### src/rtl/mmio_timer_pkg.sv
// Shared definitions for the memory-mapped timer.
// Holds the register offsets, CTRL bit positions, reset values and the address decoder.
package mmio_timer_pkg;

    localparam logic [4:0] OFF_CTRL  = 5'h00;
    localparam logic [4:0] OFF_PRESC = 5'h04;
    localparam logic [4:0] OFF_COUNT = 5'h08;
    localparam logic [4:0] OFF_CMP   = 5'h0C;
    localparam logic [4:0] OFF_STAT  = 5'h10;

    localparam int CTRL_EN = 0;
    localparam int CTRL_IE = 1;
    localparam int CTRL_AR = 2;

    localparam logic [31:0] CMP_RST = 32'hFFFF_FFFF;

    typedef enum logic [2:0] {
        SEL_NONE,
        SEL_CTRL,
        SEL_PRESC,
        SEL_COUNT,
        SEL_CMP,
        SEL_STAT
    } sel_e;

    // Takes word-offset bits [4:2] and returns the selected register.
    function automatic sel_e decode(logic [2:0] w);
        logic [4:0] off;
        off = {w, 2'b00};
        unique case (1'b1)
            off == OFF_CTRL:  return SEL_CTRL;
            off == OFF_PRESC: return SEL_PRESC;
            off == OFF_COUNT: return SEL_COUNT;
            off == OFF_CMP:   return SEL_CMP;
            off == OFF_STAT:  return SEL_STAT;
            default:          return SEL_NONE;
        endcase
    endfunction

endpackage

### src/rtl/mmio_timer_if.sv
// Data-bus port between the core (master) and the timer (slave).
// Signals: ce, we, addr and wtData come from the master; rdData and hit are returned by the slave.
interface mmio_timer_if;
    logic        ce;
    logic        we;
    logic [31:0] addr;
    logic [31:0] wtData;
    logic [31:0] rdData;
    logic        hit;

    modport master (
        output ce, we, addr, wtData,
        input  rdData, hit
    );

    modport slave (
        input  ce, we, addr, wtData,
        output rdData, hit
    );
endinterface

### src/rtl/mmio_timer_prescaler.sv
// Prescaler: produces a one-cycle tick once every presc_i+1 enabled cycles.
// Ports: clk, rst (async low), en_i, clr_i (restart), presc_i, tick_o.
module timer_prescaler #(
    parameter int W = 16
) (
    input  logic         clk,
    input  logic         rst,
    input  logic         en_i,
    input  logic         clr_i,
    input  logic [W-1:0] presc_i,
    output logic         tick_o
);

    logic [W-1:0] pcnt_q;
    logic [W-1:0] pcnt_d;

    assign tick_o = en_i && (pcnt_q == presc_i);

    always_comb begin
        pcnt_d = pcnt_q + W'(1);
        if (!en_i || clr_i || tick_o) begin
            pcnt_d = '0;
        end
    end

    always_ff @(posedge clk or negedge rst) begin
        if (!rst) begin
            pcnt_q <= '0;
        end else begin
            pcnt_q <= pcnt_d;
        end
    end

endmodule

### src/rtl/mmio_timer.sv
// Memory-mapped timer: prescaled 32-bit up-counter with compare and a level interrupt.
// Ports: clk, rst (async low), bus (slave side of the data bus), intimer (interrupt to the core).
module mmio_timer
    import mmio_timer_pkg::*;
#(
    parameter logic [31:0] BASE_ADDR = 32'h0000_1000,
    parameter int          PRESC_W   = 16
) (
    input  logic         clk,
    input  logic         rst,
    mmio_timer_if.slave  bus,
    output logic         intimer
);

    logic [2:0]         ctrl_q,  ctrl_d;
    logic [PRESC_W-1:0] presc_q, presc_d;
    logic [31:0]        count_q, count_d;
    logic [31:0]        cmp_q,   cmp_d;
    logic               pend_q,  pend_d;

    sel_e sel;
    logic wr;
    logic tick;
    logic match;
    logic unused_bits;

    // The window spans 32 bytes; offsets past STATUS hit but decode to nothing.
    assign bus.hit = bus.ce && (bus.addr[31:5] == BASE_ADDR[31:5]);
    assign sel     = decode(bus.addr[4:2]);
    assign wr      = bus.ce && bus.we && bus.hit;

    assign unused_bits = ^{bus.addr[1:0], bus.wtData[31:3]};

    timer_prescaler #(.W(PRESC_W)) u_presc (
        .clk     (clk),
        .rst     (rst),
        .en_i    (ctrl_q[CTRL_EN]),
        .clr_i   (wr && sel == SEL_PRESC),
        .presc_i (presc_q),
        .tick_o  (tick)
    );

    // The match check uses the registered COUNT and COMPARE, so it sees the values from before any write in this cycle.
    assign match   = tick && (count_q == cmp_q);
    assign intimer = pend_q && ctrl_q[CTRL_IE];

    always_comb begin
        bus.rdData = '0;
        if (bus.hit && !bus.we) begin
            unique case (sel)
                SEL_CTRL:  bus.rdData = {29'b0, ctrl_q};
                SEL_PRESC: bus.rdData = 32'(presc_q);
                SEL_COUNT: bus.rdData = count_q;
                SEL_CMP:   bus.rdData = cmp_q;
                SEL_STAT:  bus.rdData = {31'b0, pend_q};
                default:   bus.rdData = '0;
            endcase
        end
    end

    always_comb begin
        ctrl_d  = ctrl_q;
        presc_d = presc_q;
        count_d = count_q;
        cmp_d   = cmp_q;
        pend_d  = pend_q;

        if (tick) begin
            if (!match) begin
                count_d = count_q + 32'd1;
            end else if (ctrl_q[CTRL_AR]) begin
                count_d = '0;
            end else begin
                ctrl_d[CTRL_EN] = 1'b0;
            end
        end

        // Bus writes come after the counter update so they take priority over it.
        if (wr) begin
            unique case (sel)
                SEL_CTRL:  ctrl_d  = bus.wtData[2:0];
                SEL_PRESC: presc_d = bus.wtData[PRESC_W-1:0];
                SEL_COUNT: count_d = bus.wtData;
                SEL_CMP:   cmp_d   = bus.wtData;
                SEL_STAT:  if (bus.wtData[0]) pend_d = 1'b0;
                default:   ;
            endcase
        end

        // A match beats a write-1-to-clear of PEND in the same cycle.
        if (match) begin
            pend_d = 1'b1;
        end
    end

    always_ff @(posedge clk or negedge rst) begin
        if (!rst) begin
            ctrl_q  <= '0;
            presc_q <= '0;
            count_q <= '0;
            cmp_q   <= CMP_RST;
            pend_q  <= 1'b0;
        end else begin
            ctrl_q  <= ctrl_d;
            presc_q <= presc_d;
            count_q <= count_d;
            cmp_q   <= cmp_d;
            pend_q  <= pend_d;
        end
    end

endmodule

### src/flat_wrapper.sv
// flat-port wrapper written by rule: the top's interface ports become plain ports
module mmio_timer_flat import mmio_timer_pkg::*;
#(
    parameter logic [31:0] BASE_ADDR = 32'h0000_1000,
    parameter int          PRESC_W   = 16
)
  (clk, rst, intimer, bus_ce, bus_we, bus_addr, bus_wtData, bus_rdData, bus_hit);
  mmio_timer_if bus_i ();
  input  logic clk;
  input  logic rst;
  output logic intimer;
  input wire logic [$bits(bus_i.ce)-1:0] bus_ce;
  input wire logic [$bits(bus_i.we)-1:0] bus_we;
  input wire logic [$bits(bus_i.addr)-1:0] bus_addr;
  input wire logic [$bits(bus_i.wtData)-1:0] bus_wtData;
  output wire logic [$bits(bus_i.rdData)-1:0] bus_rdData;
  output wire logic [$bits(bus_i.hit)-1:0] bus_hit;
  assign bus_i.ce = bus_ce;
  assign bus_i.we = bus_we;
  assign bus_i.addr = bus_addr;
  assign bus_i.wtData = bus_wtData;
  assign bus_rdData = bus_i.rdData;
  assign bus_hit = bus_i.hit;
  mmio_timer #(.BASE_ADDR(BASE_ADDR), .PRESC_W(PRESC_W)) u_core (.clk(clk), .rst(rst), .bus(bus_i), .intimer(intimer));
endmodule
### config.mk
export PLATFORM = sky130hd
export DESIGN_NAME = mmio_timer_flat
export DESIGN_NICKNAME = d
export VERILOG_FILES = /design/src/rtl/mmio_timer_pkg.sv /design/src/rtl/mmio_timer_if.sv /design/src/rtl/mmio_timer_prescaler.sv /design/src/rtl/mmio_timer.sv /design/src/flat_wrapper.sv
export SDC_FILE = /design/constraint.sdc
export NUM_CORES = 1
export LEC_CHECK = 0
export BUFFER_PORTS_ARGS = -buffer_cell sky130_fd_sc_hd__buf_2
export CAP_MARGIN = 20
export CORE_ASPECT_RATIO = 0.75
export CORE_UTILIZATION = 46
export CTS_CLUSTER_DIAMETER = 30
export DETAILED_ROUTE_END_ITERATION = 12
export GPL_TIMING_DRIVEN = 1
export PLACE_DENSITY = 0.65
export SLEW_MARGIN = 20
export SYNTH_ARGS = -nofsm -noshare
export SYNTH_HDL_FRONTEND = slang
export SYNTH_SLANG_ARGS = --single-unit
export TNS_END_PERCENT = 50
### constraint.sdc
create_clock -name clk -period 2.8 [get_ports clk]
set_input_delay 0 -clock clk [delete_from_list [all_inputs] [get_ports clk]]
set_output_delay 0 -clock clk [all_outputs]
set_load 0.02 [all_outputs]
; Yosys cells after proc, flatten, opt, wreduce, memory -nomap -nowiden
; Cells that the tools add are included.
[word_totals]
input_bits = 68
out_inout_bits = 34
word_cells = 59
reg_bits = 100
[op_classes]
n_mux = 18
n_reduce_logical = 20
add_sub_neg = 2
n_eq_ne = 12
[op_table]
columns = cell, count
row1 = two-way mux 32 bit, 6
row2 = one-hot mux 32 bit (5 select lines), 1
row3 = adder 32 x 1 -> 32 bit (second input constant), 1
row4 = equality test 32 bit, 1
row5 = equality test 27 x 8 -> 1 bit (second input constant), 1
row6 = adder 16 x 1 -> 16 bit (second input constant), 1
row7 = equality test 16 bit, 1
row8 = two-way mux 16 bit, 1
row9 = one-hot mux 3 bit (5 select lines), 1
row10 = equality test 3 x 2 -> 1 bit (second input constant), 4
row11 = equality test 3 bit (second input constant), 3
row12 = two-way mux 1 bit, 9
row13 = logical AND 1 bit, 8
row14 = equality test 3 x 1 -> 1 bit (second input constant), 2
row15 = AND reduction 2 bit, 3
row16 = nonzero test 2 bit, 3
row17 = zero test 3 bit, 1
row18 = AND reduction 3 bit, 1
row19 = zero test 1 bit, 2
row20 = logical OR 1 bit, 2

; Depth between registers and ports, before layout
[logic_depth]
word_depth = 7
mapped_depth = 9
mapped_depth_nobuf = 8

; Hierarchy
; A second synthesis with hierarchy kept.
[unflattened]
cells_unflattened = 751
area_unflattened_um2 = 6874.1
[modules_own_cells]
columns = mod, seq_area_each_um2, cells_each, area_each_um2, instances
row1 = mmio_timer, 2142.1, 652, 5933.2, 1
row2 = timer_prescaler, 400.4, 99, 940.9, 1

; Worst setup path before layout
; OpenSTA, ideal clock, no wires.
[synth_timing]
kind = register -> register
start = register u_core.u_presc.pcnt_q[10]
end = register u_core.count_q[8]
required_ns = 2.650
arrival_ns = 2.225
n_path_buf = 0
synth_period_minus_slack_ns = 2.375
path_slack_ns = 0.425
path_stages_with_launch = 8
setup_ns = 0.150
cell_sequence = dfrtp_1 -> xor2_1 -> nor4_1 -> nand2_1 -> nor4_1 -> a21oi_1 -> o21ai_0 -> o311ai_0
[synth_between]
elab_chain_len = 7
[synth_lines]
columns = element, line_no
row1 = from (decl), mmio_timer_prescaler.sv:14  ; logic [W-1:0] pcnt_q;
row2 = from (signal assigned), mmio_timer_prescaler.sv:30  ; pcnt_q <= pcnt_d;
row3 = equality test 16 bit *, mmio_timer_prescaler.sv:17  ; assign tick_o = en_i && (pcnt_q == presc_i);
row4 = logical AND 1 bit *, mmio_timer_prescaler.sv:17
row5 = logical AND 1 bit, mmio_timer.sv:44  ; assign match = tick && (count_q == cmp_q);
row6 = two-way mux 32 bit, mmio_timer.sv:69  ; if (!match) begin
row7 = two-way mux 32 bit *, mmio_timer.sv:68  ; if (tick) begin
row8 = two-way mux 32 bit, mmio_timer.sv:80  ; unique case (sel)
row9 = two-way mux 32 bit *, mmio_timer.sv:79  ; if (wr) begin
row10 = net u_core.count_d[8], mmio_timer.sv:17  ; logic [31:0] count_q, count_d;
row11 = to (signal assigned), mmio_timer.sv:106  ; count_q <= count_d;
row12 = to (decl), mmio_timer.sv:17
; Mark *: on every way through the listed nets, which the timed path passes. The rest lies on a longest branch.
; A chain may end at the register's enable or synchronous reset.

; Worst setup path after layout
[layout_timing]
start = register u_core.count_q[4]
end = register u_core.count_q[24]
[layout_between]
elab_chain_len = 6
word_cells_on_any_way = 7
classes_between = add/sub: 1 / eq/ne: 1 / mux: 4 / reduce/logical: 1
[layout_lines]
columns = element, line_no
row1 = branches (longest 2 deep; another with adder 32 x 1 -> 32 bit), n/a
row2 = two-way mux 32 bit *, mmio_timer.sv:69
row3 = two-way mux 32 bit *, mmio_timer.sv:68
row4 = two-way mux 32 bit, mmio_timer.sv:80
row5 = two-way mux 32 bit *, mmio_timer.sv:79
row6 = net u_core.count_d[24], mmio_timer.sv:17
; Mark *: on every way through the listed nets, which the timed path passes.

==> run_results.csv <==
group,metric,value,unit
timing,rsz0062_at_grt,"false",
setup_path,path_cells,"xnor2_1, nand4_1, nor4_1, buf_4, nand3_1, buf_4, nand2_1, o211ai_1, o311ai_0",
layout,drive_gt1_share,31.6,%
global_route,antenna_found_initial,0,
setup_path,worstPathRequired,3.01,ns
setup_path,end_kind,"flop",
global_route,gr-total-overflow,0,
cts,cts_tree,"built",
placed_design,portBuffers,99,
power_and_ir_drop,power_density,402,nW/µm²
timing,worst_pin_slew,0.726,ns
global_route,grt_pass1_vias,5388,
drt,first_pass_iters,5,
global_route,grt_max_degree,95,
placed_design,place_ws,0.181,ns
placed_design,hpwl,14300,µm
synthesis,yosys_warnings,0,
synthesis,synth_area_leader_cell,"dfrtp_1",
timing,clock_skew,0.00828,ns
synthesis,ys.flop_type,"dfrtp_1",
drt,routed-via-count,5741,
floorplan,core-area,13100,µm²
synthesis,netlist.area_leader.share,27.3,%
power_and_ir_drop,ir_drop,0.341,mV
layout,antenna_cells,0,
drt,drt_wl_total,19300,µm
timing,fin_crit_sh,95.1,%
layout,fin_cells,978,
synthesis,synthCells,664,
drt,drt-vias-per-instance,5.87,
drt,wire_per_inst,19.8,µm
timing,fin_ws,0.138,ns
synthesis,synth-edff-count,0,
timing,tns,0,ns
synthesis,synthTopCellsByArea,"dfrtp_1, dfstp_2, mux2_2",
min_path,hold_class,"primary input to flop",
setup_path,startpoint_type,"flop",
setup_path,cpPeakStageDelay,0.48,ns
synthesis,synth-async-reset-ratio,100,%
cts,postCtsSetupBuffers,0,
global_route,grt_pass1_wl,29500,µm
timing,setup_viol,0,
drt,ant_nets,0,
power_and_ir_drop,power_frac_seq,46.5,%
setup_path,crit_path_top_delay_cell,"dfrtp_1",
floorplan,die_area,14000,µm²
floorplan,dieWidth,136,µm
setup_path,critPathTopFamily,"simple AND/OR/NAND/NOR gates",
setup_path,crit_buf_inv,2,
cts,cts_buffers,9,
synthesis,synth.distinct_cells,57,
cts,cts_max_level,3,
timing,finalHoldViolations,0,
placed_design,routabilityCongestion,0.944,
power_and_ir_drop,p_sw_share,21.8,%
layout,fin_nets,872,
power_and_ir_drop,p_leak,3.38,nW
synthesis,netlist_area,6230,µm²
setup_path,crit_arrival,2.87,ns
power_and_ir_drop,comb_power_share,6.2,%
floorplan,row_count,36,
floorplan,ios,102,
layout,filler_cell_count,1158,
power_and_ir_drop,p_int,0.00244,W
power_and_ir_drop,clkPwrFrac,47.2,%
layout,syn_to_final_growth,24.7,%
power_and_ir_drop,p_sw,0.000683,W
timing,relSlewSlack,51.6,%
cts,ctsLongestPathBuffers,2,
cts,clock_sinks,100,
timing,max_freq,376,MHz
setup_path,critical_path.max_fanout,9,
drt,drt_iter0_markers,468,
cts,root_buffer,"clkbuf_16",
floorplan,die_y,103,µm
timing,finalMaxSlewViolations,0,
flow_run,maxCapViolCount,0,
global_route,grt_use_total,28.7,%
timing,period_minus_slack,2.66,ns
placed_design,placed_cells,928,
outcome,status,"finished clean",
synthesis,syn_nets,734,
cts,path_clk_slew,0.07,ns
synthesis,syn_area_per_cell,9.38,µm²
synthesis,synth-seq-area-share,40.8,%
synthesis,ys_ff_latch,100,
setup_path,setup.worst_path.class,"flop to flop",
floorplan,start_util,47.5,%
drt,drc,0,
cts,clock_latency,0.36,ns
setup_path,crit_top_cell,"buf_4",
-- logic make-up after synthesis --
kind of cell	synth area share [%]
XOR/XNOR	8.71
buffers and inverters	3.71
flip-flops	40.8
adder cells (fa/ha/maj)	0.402
multiplexers	11.9
AO/OA/AOI/OAI	13.4
AND/OR/NAND/NOR	21.1
-- worst reg2reg max path: stages (launching register included) --
cell	delay [ns]
dfrtp_1	0.48
xnor2_1	0.35
nand4_1	0.26
nor4_1	0.39
buf_4	0.18
nand3_1	0.18
buf_4	0.21
nand2_1	0.16
o211ai_1	0.14
o311ai_0	0.16
-- routing by layer --
metal / global-route usage, % / wire length [µm] / share of wire (%) / vias up
met5: 0 / 0 / 0 / -
met4: 7.26 / 327 / 1.7 / 0
met3: 6.64 / 1510 / 7.8 / 26
met2: 41.9 / 8190 / 42 / 257
met1: 42.5 / 9290 / 48 / 2772
li1: - / - / - / 2686
-- layout make-up --
type	instances	area, µm²	share of cell area [%]
Multi-Input combinational cell	505	3460	44.5
Sequential cell	100	2540	32.7
Timing Repair Buffer	174	1160	14.9
Clock buffer	11	243	3.12
Tap cell	171	214	2.75
Clock inverter	5	106	1.37
Inverter	12	45.0	0.580
-- registers in the layout, summed over array words and instances (netlist names) --
signal / cells
u_core.cmp_q: 32
u_core.count_q: 32
u_core.presc_q: 16
u_core.u_presc.pcnt_q: 16
u_core.ctrl_q: 3
u_core.pend_q: 1
-- path summary, 6_finish.rpt --
path	from	end	slack [ns]	cells past startpoint
setup / recovery	u_core.count_q[4]	u_core.count_q[24]	0.14	9
hold / removal	bus_addr[4]	u_core.pend_q	0.03	4
setup reg to reg	u_core.count_q[4]	u_core.count_q[24]	0.14	9
hold reg to reg	u_core.pend_q	u_core.pend_q	0.54	2
max in group asynchronous	rst	u_core.u_presc.pcnt_q[3]	1.98	3
min in group asynchronous	rst	u_core.cmp_q[3]	0.15	2
-- what timing repair did --
item                                   4_1_cts  5_1_grt
endpoints found under the hold margin      152        0
setup endpoints to repair                    0        1
gates resized for setup                      0        1
hold buffers                                34        0
-- per-stage QoR --
step           power (W)  hold slack [ns]  area (µm²)  util [%]
2_1_floorplan    0.00153           -0.296        6230         -
3_3_place_gp     0.00164           -0.177        7080      54.0
3_5_place_dp     0.00164           -0.173        7080      54.0
4_1_cts          0.00315           0.0189        7770      59.2
5_1_grt          0.00322           0.0398        7770      59.3
6_report         0.00313           0.0254        7770      59.3
-- cell usage in the layout, fill, tap and decap left out, types with 3 or more instances in the layout --
| master | n |
|---|---|
| o31a_1 | 3 |
| a211o_1 | 4 |
| nand3b_1 | 4 |
| o311ai_0 | 5 |
| bufinv_16 | 3 |
| xnor2_1 | 42 |
| a21oi_1 | 13 |
| buf_4 | 41 |
| nand4_1 | 22 |
| nor2_1 | 65 |
| o21ai_0 | 19 |
| nand2_1 | 70 |
| nor4b_1 | 3 |
| nor4_1 | 20 |
| buf_2 | 98 |
| nor2b_1 | 4 |
| xor2_1 | 20 |
| o211ai_1 | 5 |
| o311a_1 | 3 |
| a221o_1 | 5 |
| mux2_2 | 60 |
| clkbuf_16 | 9 |
| nand2b_1 | 4 |
| dfrtp_1 | 68 |
| o31ai_1 | 5 |
| nand3_1 | 27 |
| and2_1 | 7 |
| a22oi_1 | 37 |
| dlygate4sd3_1 | 34 |
| a21o_1 | 4 |
| or3_1 | 7 |
| and3_1 | 10 |
| dfstp_2 | 32 |
| nor3_1 | 4 |
| inv_1 | 12 |
-- power groups by stage --
stage | registers (W) | logic [W] | clock network (W)
2_1_floorplan | 0.00148 | 0.0000521 | 0
3_3_place_gp | 0.00148 | 0.000155 | 0
3_5_place_dp | 0.00148 | 0.000158 | 0
4_1_cts | 0.00145 | 0.000196 | 0.00150
5_1_grt | 0.00145 | 0.000213 | 0.00156
6_report | 0.00145 | 0.000195 | 0.00148
-- synth_stat cells, types with 20 or more instances --
| library cell | number |
|---|---|
| nand2_1 | 70 |
| xnor2_1 | 42 |
| nand3_1 | 27 |
| dfrtp_1 | 68 |
| clkbuf_1 | 36 |
| nand4_1 | 22 |
| dfstp_2 | 32 |
| nor2_1 | 65 |
| nor4_1 | 20 |
| mux2_2 | 60 |
| a22oi_1 | 37 |
| xor2_1 | 20 |
No activity file was read; power rests on OpenSTA's default activity.
